**config.mk**
```make
export PLATFORM = sky130hd
export DESIGN_NAME = conv_sequencer
export DESIGN_NICKNAME = d
export VERILOG_FILES = /design/src/rtl/conv_sequencer.sv
export SDC_FILE = /design/constraint.sdc
export NUM_CORES = 1
export LEC_CHECK = 0
export ABC_AREA = 1
export CORE_ASPECT_RATIO = 1.75
export CORE_UTILIZATION = 54
export DETAILED_ROUTE_END_ITERATION = 8
export PLACE_DENSITY = 0.8
export SETUP_SLACK_MARGIN = 0.2
export SYNTH_ARGS = -nofsm -noshare
export SYNTH_HDL_FRONTEND = slang
export SYNTH_SLANG_ARGS = --single-unit
export TNS_END_PERCENT = 100
```
**constraint.sdc**
```tcl
create_clock -name clk -period 1.6 [get_ports clk]
set_clock_uncertainty 0.15 [all_clocks]
set_input_delay 0.24 -clock clk [delete_from_list [all_inputs] [get_ports clk]]
set_output_delay 0.24 -clock clk [all_outputs]
set_load 0.05 [all_outputs]
```
**src/rtl/conv_sequencer.sv**
```systemverilog
// Frame-level sequencer for the two-layer 3x3 convolution pipeline: runs layer 1, then layer 2, with abort and stall watchdog.
// Optional define CONV_SEQ_PERF_EN adds a 32-bit busy-cycle counter output (cycle_cnt).
module conv_sequencer #(
  parameter int L1_DIM  = 30,
  parameter int L2_DIM  = 28,
  parameter int TIMEOUT = 1024
) (
  input  logic        clk,
  input  logic        rst,
  input  logic        start,
  input  logic        abort,
  input  logic        l1_done,
  input  logic        l2_done,
  output logic        l1_enable,
  output logic        l2_enable,
  output logic        pipe_clr,
  output logic        busy,
  output logic        frame_done,
  output logic        err,
  output logic        spurious
`ifdef CONV_SEQ_PERF_EN
  ,
  output logic [31:0] cycle_cnt
`endif
);

  localparam int L1_TOTAL = L1_DIM * L1_DIM;
  localparam int L2_TOTAL = L2_DIM * L2_DIM;
  localparam int L1_W     = $clog2(L1_TOTAL) + 1;
  localparam int L2_W     = $clog2(L2_TOTAL) + 1;
  localparam int WD_W     = $clog2(TIMEOUT) + 1;

  // A strobe seen while the counter holds *_LAST is the final one of its layer.
  localparam logic [L1_W-1:0] L1_LAST = L1_W'(L1_TOTAL - 1);
  localparam logic [L2_W-1:0] L2_LAST = L2_W'(L2_TOTAL - 1);
  localparam logic [WD_W-1:0] WD_LAST = WD_W'(TIMEOUT - 1);

  typedef enum logic [2:0] {
    S_IDLE,
    S_L1_RUN,
    S_L2_RUN,
    S_DONE,
    S_ERROR
  } state_t;

  state_t            state_reg, state_next;
  logic [L1_W-1:0]   l1_cnt_reg, l1_cnt_next;
  logic [L2_W-1:0]   l2_cnt_reg, l2_cnt_next;
  logic [WD_W-1:0]   wd_reg, wd_next;
  logic              spurious_reg, spurious_next;
  logic              frame_done_reg, frame_done_next;
  logic              pipe_clr_reg, pipe_clr_next;

  always_ff @(posedge clk) begin
    if (rst) begin
      state_reg      <= S_IDLE;
      l1_cnt_reg     <= '0;
      l2_cnt_reg     <= '0;
      wd_reg         <= '0;
      spurious_reg   <= 1'b0;
      frame_done_reg <= 1'b0;
      pipe_clr_reg   <= 1'b0;
    end else begin
      state_reg      <= state_next;
      l1_cnt_reg     <= l1_cnt_next;
      l2_cnt_reg     <= l2_cnt_next;
      wd_reg         <= wd_next;
      spurious_reg   <= spurious_next;
      frame_done_reg <= frame_done_next;
      pipe_clr_reg   <= pipe_clr_next;
    end
  end

  always_comb begin
    state_next      = state_reg;
    l1_cnt_next     = l1_cnt_reg;
    l2_cnt_next     = l2_cnt_reg;
    wd_next         = wd_reg;
    frame_done_next = 1'b0;
    pipe_clr_next   = 1'b0;
    spurious_next   = spurious_reg
                    | (l1_done && (state_reg != S_L1_RUN))
                    | (l2_done && (state_reg != S_L2_RUN));

    case (state_reg)
      S_IDLE, S_DONE: begin
        // abort is otherwise a no-op here, but still suppresses a coincident start
        if (start && !abort) begin
          state_next  = S_L1_RUN;
          l1_cnt_next = '0;
          l2_cnt_next = '0;
          wd_next     = '0;
        end
      end

      S_ERROR: begin
        if (abort) begin
          state_next = S_IDLE;
        end else if (start) begin
          state_next  = S_L1_RUN;
          l1_cnt_next = '0;
          l2_cnt_next = '0;
          wd_next     = '0;
        end
      end

      S_L1_RUN: begin
        if (abort) begin
          state_next    = S_IDLE;
          pipe_clr_next = 1'b1;
          wd_next       = '0;
        end else if (l1_done) begin
          l1_cnt_next = l1_cnt_reg + 1'b1;
          wd_next     = '0;
          if (l1_cnt_reg == L1_LAST) begin
            state_next = S_L2_RUN;
          end
        end else if (wd_reg == WD_LAST) begin
          state_next    = S_ERROR;
          pipe_clr_next = 1'b1;
          wd_next       = '0;
        end else begin
          wd_next = wd_reg + 1'b1;
        end
      end

      S_L2_RUN: begin
        if (abort) begin
          state_next    = S_IDLE;
          pipe_clr_next = 1'b1;
          wd_next       = '0;
        end else if (l2_done) begin
          l2_cnt_next = l2_cnt_reg + 1'b1;
          wd_next     = '0;
          if (l2_cnt_reg == L2_LAST) begin
            state_next      = S_DONE;
            frame_done_next = 1'b1;
          end
        end else if (wd_reg == WD_LAST) begin
          state_next    = S_ERROR;
          pipe_clr_next = 1'b1;
          wd_next       = '0;
        end else begin
          wd_next = wd_reg + 1'b1;
        end
      end

      default: begin
        state_next = S_IDLE;
      end
    endcase
  end

  assign l1_enable  = (state_reg == S_L1_RUN);
  assign l2_enable  = (state_reg == S_L2_RUN);
  assign busy       = l1_enable || l2_enable;
  assign err        = (state_reg == S_ERROR);
  assign frame_done = frame_done_reg;
  assign pipe_clr   = pipe_clr_reg;
  assign spurious   = spurious_reg;

`ifdef CONV_SEQ_PERF_EN
  logic [31:0] cycle_cnt_reg;
  logic        start_accept;

  // Start is only ever accepted while not busy, so clear and count never coincide.
  assign start_accept = start && !abort && !busy;

  always_ff @(posedge clk) begin
    if (rst) begin
      cycle_cnt_reg <= '0;
    end else if (start_accept) begin
      cycle_cnt_reg <= '0;
    end else if (busy) begin
      cycle_cnt_reg <= cycle_cnt_reg + 32'd1;
    end
  end

  assign cycle_cnt = cycle_cnt_reg;
`endif

endmodule
```
==> out/results.tsv <==
metric	value	unit
fin_ws	-287	ps
slew_headroom	73.5	%
hold_path.class	reg2reg	
p_leak	1.48	nW
placed_area	3040	um2
setup.worst_path.start_class	flop	
crit_path_end_kind	flop	
hold-path-endpoint	l1_cnt_reg[4]	
io_buffer_count	12	
grt_pass1_vias	2961	
cts_tree	done	
routed_wl	11.3	mm
io_pins	13	
fmax	530	MHz
die_area	4840	um2
p_per_area	1530	nW/um2
syn_area	2460	um2
dr.pass1.iters	5	
root_buffer	clkbuf_8	
drc	0	
htreeDepth	2	
grt_max_degree	13	
clock-sinks	39	
worstReg2RegStart	wd_reg[2]	
synth-seq-area-share	31.7	%
clockBufferDepth	2	
worstPathRequired	1650	ps
yosysWarnings	0	
avgViaCountPerCell	6.38	
maxCapViolCount	0	
die_w	53.0	um
critPathSlowestCell	dfxtp_2	
netlist_top_cells_area	dfxtp_1, nand2_1, nor2_1	
finalCriticalPeriod	1890	ps
synthCells	385	
clk_latency	310	ps
fillers	201	
drive_gt1_share	42.6	%
area_growth	55.9	%
worstRegToRegCells	9	
drtIter0Drc	255	
maxSlewViolCount	0	
fp-row-count	32	
gp_congestion	0.944	
wl_per_cell	21.8	um
violations	setup timing	
rsz0062_at_grt	yes	
hpwl	4.88	mm
grt.overflow.total	0	
initial_core_util	55.9	%
grt_pass1_wl	12.8	mm
coreArea	4400	um2
nNetsFinal	473	
die_h	91.3	um
crit_path_cell_trace	nand3_1 > nor2_2 > nand2_1 > nor2_1 > nand3_1 > nor2_1 > nand2_1 > nand2_1 > nor2_1	
worstPathArrival	1940	ps
syn_nets	394	
via_count	3293	
grt_use_total	36.0	%
critical_path_class	reg2reg	
hold_depth	2	
cp_max_fo	3	
irDropWorstVdd	1550	uV
hold_viol_final	0	
regToRegSetupSlack	-290	ps
synth_top_area_share	31.7	%
synth_cell_types	32	
finalCritPeriodShare	118	%
cts_buffers	5	
ant_nets	0	
yosysTopAreaCell	dfxtp_1	
post-place-ws	-294	ps
min_from	l1_cnt_reg[4]	
stdcell_area	3830	um2
avgSynthCellArea	6.39	um2
status	finished with violations	
grt_antenna_before_repair	0	
setup_viol	41	
clk_pin_slew	80	ps
r2r_end	wd_reg[9]	
diodes	0	
worst_path_largest_cell_delay	400	ps
synth_seq_cells	39	
worstMarginPinSlew	397	ps
[repair_timing]
action,4_1_cts,5_1_grt
pin swaps,15,40
resized for setup,38,85
gates cloned,0,1
buffers inserted,16,9
endpoints found under the setup margin,42,42
hold buffers,0,0
[metal layers]
metal | global-route usage [%] | part of all wire, % | vias to the layer above
met1 | 34.1 | 31 | 1473
met3 | 6.03 | 9.8 | 134
met4 | 25.7 | 12 | 0
met5 | 0 | 0 | -
li1 | - | - | 1382
met2 | 64.6 | 47 | 304
[kinds of logic after synthesis]
logic type               after synthesis  share of synthesized area, %
AO/OA/AOI/OAI                         43                          10.5
XOR/XNOR                              14                          4.98
adder cells (fa/ha/maj)                3                          1.53
buffers and inverters                 48                          8.49
flip-flops                            39                          31.7
AND/OR/NAND/NOR                      238                          42.7
[synth_stat cells (all sizes together)]
master and number:
nor2 72, o21bai 3, or2 1, dfxtp 39, a21o 1, inv 38, xor2 10, nand4 8
clkbuf 4, o21ai 11, nand3 26, ha 3, a21oi 28, xnor2 4, clkinv 1, nor3b 1
nand2 120, buf 5, nor3 9, nor4 1
[worst max-delay path, delay by kind of cell (launching register included)]
| family | cells | cell delay [ps] |
|---|---|---|
| flops | 1 | 400 |
| simple gates | 9 | 1220 |
[stage by stage]
stage                     hold WS [ps]  TNS (ps)  total power, mW  util, %  std cells
after floorplan                    285         0             2.69        -        385
after global placement             317     -7980             3.48     68.9        482
after detailed placement           326     -8620             3.51     68.9        482
after CTS                          340     -2830             4.73     77.8        506
after global routing               380    -11490             6.03     87.1        516
final                              368     -6740             5.87     87.1        516
[cell type report]
type | instances | area [um2] | area share [%]
clock buffer | 7 | 108 | 2.81
clock inverter | 1 | 5.00 | 0.131
inverter | 39 | 181 | 4.73
multi-input combinational | 299 | 1910 | 49.8
sequential | 39 | 805 | 21.0
tap | 51 | 63.8 | 1.66
timing repair buffer | 80 | 764 | 19.9
[worst max path at each step]
stage                       startpoint            end  slack, ps
after floorplan           state_reg[1]   state_reg[1]         60
after global placement           abort      wd_reg[2]       -280
after detailed placement         abort      wd_reg[8]       -290
after CTS                 state_reg[1]           busy       -110
after global routing             abort  l2_cnt_reg[0]       -540
final                        wd_reg[2]      wd_reg[9]       -290
[power by group]
part,switching (mW),internal (mW)
Sequential,0.110,1.05
Clock,0.404,0.443
Combinational,2.25,1.61
[layout by cell type, fill, tap and decap left out, drive strengths merged]
master         count
clkbuf             7
nand2            121
a21oi             28
inv               36
nor3b              1
buf               75
nor4               1
xor2              10
clkinvlp           2
clkinv             2
nand4              8
o21ai             11
nand3             26
or2                1
xnor2              4
nor3               9
o21bai             3
nor2              72
ha                 3
a21o               1
clkdlybuf4s50      5
dfxtp             39
(Power assumes the default switching activity.)
